--- config.mk ---
export PLATFORM = sky130hd
export DESIGN_NAME = jk_cmd_arbiter_flat
export DESIGN_NICKNAME = d
export VERILOG_FILES = /design/src/rtl/jk_cmd_arbiter_if.sv /design/src/rtl/jk_cmd_arbiter.sv /design/src/flat_wrapper.sv
export SDC_FILE = /design/constraint.sdc
export NUM_CORES = 1
export LEC_CHECK = 0
export BUFFER_PORTS_ARGS = -buffer_cell sky130_fd_sc_hd__buf_2
export CAP_MARGIN = 15
export CORE_UTILIZATION = 51
export DETAILED_ROUTE_END_ITERATION = 10
export PLACE_DENSITY_LB_ADDON = 0.3
export SETUP_SLACK_MARGIN = 0.5
export SLEW_MARGIN = 15
export SYNTH_ARGS = -nofsm -noshare
export SYNTH_HDL_FRONTEND = slang
export SYNTH_SLANG_ARGS = --single-unit
--- constraint.sdc ---
create_clock -name clk -period 4.7 [get_ports clk]
set_clock_uncertainty 0.2 [all_clocks]
set_input_delay 1.41 -clock clk [delete_from_list [all_inputs] [get_ports clk]]
set_output_delay 1.41 -clock clk [all_outputs]
set_load 0.1 [all_outputs]
--- src/rtl/jk_cmd_arbiter_if.sv ---
// Command/bank bundle between requesters, the JK bank and jk_cmd_arbiter.
// The master side is the environment (requesters and the bank); the slave side is the arbiter.
interface jk_cmd_arbiter_if #(
    parameter int NREQ  = 4,
    parameter int WIDTH = 8
);
    localparam int IDW = (NREQ > 1) ? $clog2(NREQ) : 1;

    logic [NREQ-1:0]       req_valid;
    logic [NREQ-1:0]       req_ready;
    logic [2*NREQ-1:0]     req_op;
    logic [WIDTH*NREQ-1:0] req_mask;
    logic [WIDTH-1:0]      jk_j;
    logic [WIDTH-1:0]      jk_k;
    logic [WIDTH-1:0]      jk_q;
    logic                  busy;
    logic                  done_valid;
    logic [IDW-1:0]        done_id;
    logic [WIDTH-1:0]      done_q;
    logic                  done_err;

    modport master (
        output req_valid, req_op, req_mask, jk_q,
        input  req_ready, jk_j, jk_k, busy, done_valid, done_id, done_q, done_err
    );

    modport slave (
        input  req_valid, req_op, req_mask, jk_q,
        output req_ready, jk_j, jk_k, busy, done_valid, done_id, done_q, done_err
    );
endinterface

--- src/rtl/jk_cmd_arbiter.sv ---
// Round-robin arbiter that applies one masked JK command at a time to a shared
// bank of JK flip-flops, then reads the bank back and checks it against the truth table.
module jk_cmd_arbiter #(
    parameter int NREQ  = 4,
    parameter int WIDTH = 8
) (
    input  logic            clk,
    input  logic            rst_n,
    jk_cmd_arbiter_if.slave bus
);
    localparam int IDW = (NREQ > 1) ? $clog2(NREQ) : 1;

    typedef enum logic [1:0] {
        IDLE    = 2'd0,
        ISSUE   = 2'd1,
        CAPTURE = 2'd2
    } state_t;

    state_t state;
    state_t state_next;

    logic [IDW-1:0]   rr_ptr;
    logic [IDW-1:0]   next_ptr;
    logic [IDW-1:0]   grant_id;
    logic             grant_found;
    logic [IDW:0]     cand;
    logic [NREQ-1:0]  ready_oh;
    logic             handshake;

    logic [1:0]       sel_op;
    logic [WIDTH-1:0] sel_mask;

    logic [IDW-1:0]   cmd_id;
    logic [1:0]       cmd_op;
    logic [WIDTH-1:0] cmd_mask;
    logic [WIDTH-1:0] q_before;
    logic [WIDTH-1:0] op_value;
    logic [WIDTH-1:0] exp_q_next;
    logic [WIDTH-1:0] exp_q;

    logic [WIDTH-1:0] jk_j_r;
    logic [WIDTH-1:0] jk_k_r;
    logic             done_valid_r;
    logic [IDW-1:0]   done_id_r;
    logic [WIDTH-1:0] done_q_r;
    logic             done_err_r;

    // Search starts at rr_ptr and wraps modulo NREQ, so NREQ need not be a power of two.
    always_comb begin
        grant_found = 1'b0;
        grant_id    = '0;
        cand        = '0;
        for (int k = 0; k < NREQ; k++) begin
            cand = {1'b0, rr_ptr} + (IDW+1)'(k);
            if (cand >= (IDW+1)'(NREQ)) begin
                cand = cand - (IDW+1)'(NREQ);
            end
            if (!grant_found && bus.req_valid[cand[IDW-1:0]]) begin
                grant_found = 1'b1;
                grant_id    = cand[IDW-1:0];
            end
        end
    end

    always_comb begin
        ready_oh = '0;
        if (rst_n && (state == IDLE) && grant_found) begin
            ready_oh[grant_id] = 1'b1;
        end
    end

    assign handshake = |ready_oh;
    assign next_ptr  = (grant_id == IDW'(NREQ - 1)) ? '0 : grant_id + 1'b1;

    always_comb begin
        sel_op   = '0;
        sel_mask = '0;
        for (int i = 0; i < NREQ; i++) begin
            if (grant_id == IDW'(i)) begin
                sel_op   = bus.req_op[2*i +: 2];
                sel_mask = bus.req_mask[WIDTH*i +: WIDTH];
            end
        end
    end

    // Unmasked bits keep q_before; masked bits take the JK result for the latched op.
    always_comb begin
        op_value = q_before;
        case (cmd_op)
            2'b00:   op_value = q_before;
            2'b01:   op_value = '0;
            2'b10:   op_value = '1;
            2'b11:   op_value = ~q_before;
            default: op_value = q_before;
        endcase
        exp_q_next = (cmd_mask & op_value) | (~cmd_mask & q_before);
    end

    always_comb begin
        state_next = state;
        case (state)
            IDLE:    if (handshake) state_next = ISSUE;
            ISSUE:   state_next = CAPTURE;
            CAPTURE: state_next = IDLE;
            default: state_next = IDLE;
        endcase
    end

    always_ff @(posedge clk or negedge rst_n) begin
        if (!rst_n) begin
            state <= IDLE;
        end else begin
            state <= state_next;
        end
    end

    // J/K are only non-zero during ISSUE, so reset also cancels any partial command on the bank.
    always_ff @(posedge clk or negedge rst_n) begin
        if (!rst_n) begin
            rr_ptr       <= '0;
            cmd_id       <= '0;
            cmd_op       <= '0;
            cmd_mask     <= '0;
            q_before     <= '0;
            exp_q        <= '0;
            jk_j_r       <= '0;
            jk_k_r       <= '0;
            done_valid_r <= 1'b0;
            done_id_r    <= '0;
            done_q_r     <= '0;
            done_err_r   <= 1'b0;
        end else begin
            done_valid_r <= 1'b0;
            case (state)
                IDLE: begin
                    if (handshake) begin
                        cmd_id   <= grant_id;
                        cmd_op   <= sel_op;
                        cmd_mask <= sel_mask;
                        q_before <= bus.jk_q;
                        jk_j_r   <= {WIDTH{sel_op[1]}} & sel_mask;
                        jk_k_r   <= {WIDTH{sel_op[0]}} & sel_mask;
                        rr_ptr   <= next_ptr;
                    end
                end
                ISSUE: begin
                    jk_j_r <= '0;
                    jk_k_r <= '0;
                    exp_q  <= exp_q_next;
                end
                CAPTURE: begin
                    done_valid_r <= 1'b1;
                    done_id_r    <= cmd_id;
                    done_q_r     <= bus.jk_q;
                    done_err_r   <= (bus.jk_q != exp_q);
                end
                default: begin
                    jk_j_r <= '0;
                    jk_k_r <= '0;
                end
            endcase
        end
    end

    assign bus.req_ready  = ready_oh;
    assign bus.jk_j       = jk_j_r;
    assign bus.jk_k       = jk_k_r;
    assign bus.busy       = (state != IDLE);
    assign bus.done_valid = done_valid_r;
    assign bus.done_id    = done_id_r;
    assign bus.done_q     = done_q_r;
    assign bus.done_err   = done_err_r;
endmodule

--- src/flat_wrapper.sv ---
// flat-port wrapper written by rule: the top's interface ports become plain ports
module jk_cmd_arbiter_flat 
#(
    parameter int NREQ  = 4,
    parameter int WIDTH = 8
)
  (clk, rst_n, bus_req_valid, bus_req_op, bus_req_mask, bus_jk_q, bus_req_ready, bus_jk_j, bus_jk_k, bus_busy, bus_done_valid, bus_done_id, bus_done_q, bus_done_err);
  jk_cmd_arbiter_if #(.NREQ(NREQ), .WIDTH(WIDTH)) bus_i ();
  input  logic clk;
  input  logic rst_n;
  input wire logic [$bits(bus_i.req_valid)-1:0] bus_req_valid;
  input wire logic [$bits(bus_i.req_op)-1:0] bus_req_op;
  input wire logic [$bits(bus_i.req_mask)-1:0] bus_req_mask;
  input wire logic [$bits(bus_i.jk_q)-1:0] bus_jk_q;
  output wire logic [$bits(bus_i.req_ready)-1:0] bus_req_ready;
  output wire logic [$bits(bus_i.jk_j)-1:0] bus_jk_j;
  output wire logic [$bits(bus_i.jk_k)-1:0] bus_jk_k;
  output wire logic [$bits(bus_i.busy)-1:0] bus_busy;
  output wire logic [$bits(bus_i.done_valid)-1:0] bus_done_valid;
  output wire logic [$bits(bus_i.done_id)-1:0] bus_done_id;
  output wire logic [$bits(bus_i.done_q)-1:0] bus_done_q;
  output wire logic [$bits(bus_i.done_err)-1:0] bus_done_err;
  assign bus_i.req_valid = bus_req_valid;
  assign bus_i.req_op = bus_req_op;
  assign bus_i.req_mask = bus_req_mask;
  assign bus_i.jk_q = bus_jk_q;
  assign bus_req_ready = bus_i.req_ready;
  assign bus_jk_j = bus_i.jk_j;
  assign bus_jk_k = bus_i.jk_k;
  assign bus_busy = bus_i.busy;
  assign bus_done_valid = bus_i.done_valid;
  assign bus_done_id = bus_i.done_id;
  assign bus_done_q = bus_i.done_q;
  assign bus_done_err = bus_i.done_err;
  jk_cmd_arbiter #(.NREQ(NREQ), .WIDTH(WIDTH)) u_core (.clk(clk), .rst_n(rst_n), .bus(bus_i));
endmodule
==> flow_summary.yaml, run 1 <==
status:
  status: "finished clean"
placement:
  hpwlAfterDp_um: 4670
  portBuffers: 86
  gp_congestion: 0.799
  postPlaceCellArea_um2: 3480
  dp_slack_ns: 0.280
final_layout:
  antennaDiodeCount: 0
  drive_gt1_share_pct: 44.9
  final_common_cell: "buf_2"
  synthToLayoutAreaGrowth_pct: 30.6
  final_cell_mix: "80 x buf_2, 60 x dfrtp_1, 26 x a21oi_1"
  stdcell_area_um2: 3780
  layout.nets: 407
grt:
  track_usage_pct: 24.9
  grt_start_max_net_pins: 61
  grt_pass1_vias: 2313
  grt_overflow: 0
  grt_antenna_before_repair: 0
  grt_pass1_wl_um: 11300
cts:
  cts_max_level: 3
  root_buffer: "clkbuf_8"
  clockBufferDepth: 2
  cts_buffers: 9
  cts_tree: "built"
  clock_latency_ns: 0.34
  cts.sinks: 60
  cts.clk_slew.worst_paths_ns: 0.07
sta:
  fin_ws_ns: 0.378
  fin_crit_ns: 4.32
  grt_setup_unrepaired: "yes"
  drv_slew: 0
  worst_pin_slew_ns: 0.729
  slew_headroom_pct: 51.4
  finalSetupTns_ns: 0
  hold_viol: 0
  maxClockFrequency_mhz: 231
  period_share_pct: 92.0
  setup_violations: 0
drt:
  vias: 2311
  drt-total-wl_um: 6820
  vias_per_cell: 5.42
  drt_iter0_drc: 120
  first_pass_iters: 6
  wl_per_cell_um: 16.0
  ant_nets: 0
  drc: 0
worst_setup_path:
  required_ns: 3.09
  critical_path_class: "in -> out"
  crit_fanout: 3
  cp.arrival_ns: 2.71
  critPathCaptureType: "primary output"
  start_kind: "input pin"
floorplan:
  die_area_um2: 5990
  rows: 27
  core_area_um2: 5510
  die_w_um: 77.4
  fp.dieH_um: 77.4
  initial_core_util_pct: 52.6
  io_pins: 87
synth:
  synth_top_area_share_pct: 51.8
  syn_avg_cell_area_um2: 11.5
  synthCells: 253
  yosysUniqueCellTypes: 36
  synth_edf_count: 0
  synth_area_leader_cell: "dfrtp_1"
  synthesis.area_um2: 2900
  ys_top_cells_by_area: "dfrtp_1 52%, mux2_2 7.8%, a21oi_1 4.7%"
  synth_nets: 311
  synth_ff_type: "dfrtp_1"
  ys_seq_elements: 60
  seq_area_frac_synth_pct: 51.8
  synth_warnings: 0
  async_flop_share_pct: 100
min_path:
  hold_path.class: "reg -> reg"
run:
  maxCapViolations: 0
## metal layers
layer	part of all wire, %	track usage, %	vias up
met3	4.8	4.59	15
li1	-	-	1120
met1	45	32.9	1099
met4	2.3	12.5	0
met2	48	39.6	77
met5	0	0	-
## cell families (layout without fill, tap and decap cells)
group	Yosys count	count (layout)	share of synthesized area (%)
compound gates	86	86	21.7
xor+xnor	8	8	2.42
fa+ha+maj	4	4	1.73
buf+inv	33	134	4.79
flops	60	60	51.8
mux	22	22	8.46
simple gates	40	40	9.11
## layout make-up
type / instances / area [um^2]
fill: 430 / 1720
timing repair buffer: 100 / 623
clock buffer: 9 / 124
inverter: 18 / 67.6
multi-input combinational: 160 / 1330
tap: 72 / 90.1
clock inverter: 7 / 51.3
sequential: 60 / 1500
## Yosys cell counts (4+ instances only)
master and instances:
dfrtp_1 60, nor2_1 9, a21o_1 8, a21oi_1 27
xnor2_1 8, mux2_2 20, nand2b_1 4, a221o_1 9
nand2_1 7, clkbuf_1 9, inv_1 18, o21ai_0 7
a22oi_1 7, a311oi_1 9, and2_1 4, o2bb2ai_1 15
ha_1 4
## critical path, stage by stage
cell,delay (ns)
buf_8,0.10
buf_6,0.11
nand2b_4,0.06
a21oi_2,0.06
a311oi_2,0.23
buf_4,0.17
buf_6,0.12
ha_4,0.13
and2_4,0.15
buf_12,0.17
## final timing paths
path	start	endpoint	slack (ns)	depth (start not counted)
max in group asynchronous	rst_n	u_core.bus.done_valid$_DFF_PN0_	2.76	2
worst max-delay path	bus_req_valid[2]	bus_req_ready[1]	0.38	10
worst min register to register	u_core.bus.jk_j[3]$_DFFE_PN0P_	u_core.bus.jk_j[3]$_DFFE_PN0P_	0.29	1
worst max register to register	u_core.rr_ptr[1]$_DFFE_PN0P_	u_core.bus.jk_k[7]$_DFFE_PN0P_	1.60	11
min in group asynchronous	rst_n	u_core.cmd_id[1]$_DFFE_PN0P_	1.06	2
worst min-delay path	u_core.bus.jk_j[3]$_DFFE_PN0P_	u_core.bus.jk_j[3]$_DFFE_PN0P_	0.29	1
## metrics by stage
stage	hold slack, ns	util, %	std cells
after floorplan	0.271	-	253
after global placement	0.253	63.2	403
after detailed placement	0.271	63.2	403
after CTS	0.294	68.1	424
after global routing	0.306	68.7	426
final	0.289	68.7	426
## flip-flops by register name, indices dropped and copies added, names as in the netlist
signal	count
u_core.bus.jk_j	8
u_core.exp_q	8
u_core.state	2
u_core.bus.done_valid	1
u_core.bus.done_err	1
u_core.bus.jk_k	8
u_core.q_before	8
u_core.rr_ptr	2
u_core.cmd_op	2
u_core.cmd_id	2
u_core.bus.done_id	2
u_core.bus.done_q	8
u_core.cmd_mask	8
## timing repair
action	in CTS	in global routing
endpoints found under the setup margin	4	4
setup buffers	5	2
gates resized for setup	14	6
hold buffers	0	0
pin swaps	4	1
Power of run 1 is not shown: default switching activity piles up to over one toggle a cycle in this logic, so the estimate is an artifact.
==> run 2: changes to the inputs <==
--- a/config.mk
+++ b/config.mk
@@ -7,7 +7,9 @@
 export LEC_CHECK = 0
 export BUFFER_PORTS_ARGS = -buffer_cell sky130_fd_sc_hd__buf_2
 export CAP_MARGIN = 15
-export CORE_UTILIZATION = 51
+export CELL_PAD_IN_SITES_DETAIL_PLACEMENT = 1
+export CELL_PAD_IN_SITES_GLOBAL_PLACEMENT = 1
+export CORE_UTILIZATION = 40
 export DETAILED_ROUTE_END_ITERATION = 10
 export PLACE_DENSITY_LB_ADDON = 0.3
 export SETUP_SLACK_MARGIN = 0.5
==> run 2 against run 1 <==
- first-iteration DRC count shrank 10%
- flip-flop and latch count unchanged
- core utilization down 13 points
- routed wire length rose by 22%
- non-clock buffer count down 1
- count of clock-buffer cells in the layout stayed put
- via count grew 4.1%
- largest cell class unchanged
- critical path type unchanged
- setup slack worse by 0.068 ns
- sequential share of layout area shrank 0.92 points
- final area is 2.4% higher
- die area up 27%
==> flow_summary.yaml, run 2 (synthesis results as in run 1) <==
final_layout:
  drive_gt1_share_pct: 44.8
  synthToLayoutAreaGrowth_pct: 33.7
  layout.nets: 406
  final_cell_mix: "80 x buf_2, 60 x dfrtp_1, 26 x a21oi_1"
  nFillCells: 780
  utilization_pct: 56.1
  final_common_cell: "buf_2"
placement:
  hpwlAfterDp_um: 5420
  gp_congestion: 0.818
  portBuffers: 86
min_path:
  hold_path.class: "reg -> reg"
grt:
  grt_antenna_before_repair: 1
  grt-busiest-layer: "met2"
  track_usage_pct: 24.4
  gr-usage-met3_pct: 6.45
  grt_pass1_vias: 2721
  grt_overflow: 0
  grt_start_max_net_pins: 61
  grt_pass1_wl_um: 13900
  met2_usage_pct: 42.6
  met1_usage_pct: 29.8
worst_setup_path:
  critPathMaxStageDelay_ns: 0.22
  crit_fanout: 5
  path_cells: "buf_8, mux2i_1, nor2_1, a311oi_2, buf_4, inv_4, ha_4, and2_4, buf_12"
  required_ns: 3.09
  slowest_stage: "buf_4"
  start_kind: "input pin"
  critical_path_class: "in -> out"
  cp.arrival_ns: 2.78
  critPathCaptureType: "primary output"
sta:
  period_share_pct: 93.4
  slew_headroom_pct: 29.5
  finalSetupTns_ns: 0
  hold_viol: 0
  setup_violations: 0
  maxClockFrequency_mhz: 228
  drv_slew: 0
  grt_setup_unrepaired: "yes"
  fin_crit_ns: 4.39
  worst_pin_slew_ns: 1.05
run:
  maxCapViolations: 0
floorplan:
  io_pins: 87
  die_area_um2: 7590
  fp.dieH_um: 87.1
  initial_core_util_pct: 42.0
  die_w_um: 87.1
  rows: 30
  core_area_um2: 6910
drt:
  wl_per_cell_um: 18.5
  vias: 2406
  drt-total-wl_um: 8330
  vias_per_cell: 5.35
  drt_iter0_drc: 108
  first_pass_iters: 5
  drc: 0
  ant_nets: 0
cts:
  clockBufferDepth: 2
  cts_tree: "built"
  cts.sinks: 60
  root_buffer: "clkbuf_8"
  cts_max_level: 3
  cts_buffers: 9
  cts.clk_slew.worst_paths_ns: 0.07
  clock_latency_ns: 0.33
status:
  status: "finished clean"
==> run 2: changes by cell type in the layout (fill, tap and decap cells not counted), sizes merged <==
cell / change
buf: -1
diode: +1
bufinv: +2
clkinvlp: -1
clkinv: -1
==> run 2: worst paths after layout <==
kind	start	endpoint	slack, ns	cells after the start
max in group asynchronous	rst_n	u_core.bus.jk_j[6]$_DFFE_PN0P_	2.71	2
min	u_core.bus.done_err$_DFFE_PN0P_	u_core.bus.done_err$_DFFE_PN0P_	0.28	2
max	bus_req_valid[2]	bus_req_ready[2]	0.31	9
min in group asynchronous	rst_n	u_core.bus.done_id[0]$_DFFE_PN0P_	1.09	2
max reg2reg	u_core.rr_ptr[1]$_DFFE_PN0P_	u_core.cmd_id[0]$_DFFE_PN0P_	1.12	10
min reg2reg	u_core.bus.done_err$_DFFE_PN0P_	u_core.bus.done_err$_DFFE_PN0P_	0.28	2
==> run 2: cell type report <==
cell class / instances / area (um^2) / area share (%)
clock buffer: 9 / 124 / 3.20
sequential: 60 / 1500 / 38.7
tap: 96 / 120 / 3.10
antenna: 1 / 2.50 / 0.0646
inverter: 18 / 70.1 / 1.81
multi-input combinational: 160 / 1350 / 34.7
timing repair buffer: 99 / 612 / 15.8
clock inverter: 7 / 98.8 / 2.55
==> run 2: what timing repair did <==
| action | 4_1_cts | 5_1_grt |
|---|---|---|
| hold buffers | 0 | 0 |
| gates resized for setup | 18 | 4 |
| pin swaps | 2 | 3 |
| endpoints found under the setup margin | 5 | 14 |
| setup buffers | 8 | 0 |
==> run 2: per-stage QoR <==
stage               hold WS (ns)  setup slack (ns)  std cells  instance area (um^2)
finish                     0.281             0.310        450                  3870
CTS                        0.289             0.387        449                  3850
global route               0.300             0.234        450                  3870
global placement           0.256             0.292        425                  3490
detailed placement         0.271             0.142        425                  3490
floorplan                  0.271             0.374        253                  2940
==> run 2: worst max-delay path: cells and delay by family <==
| kind | cells | cell delay, ns |
|---|---|---|
| adders and majority gates | 1 | 0.16 |
| muxes | 1 | 0.18 |
| and+or+nand+nor | 2 | 0.28 |
| AOI/OAI and AO/OA | 1 | 0.20 |
| buffers and inverters | 4 | 0.54 |
==> run 2: metal layers <==
layer / part of all wire [%] / wire length [um] / vias up
met5: 0 / 0 / -
met4: 1.6 / 137 / 0
met3: 4.5 / 372 / 12
met2: 51 / 4260 / 71
met1: 43 / 3560 / 1204
li1: - / - / 1119
Power of run 2 is left out for the same reason.
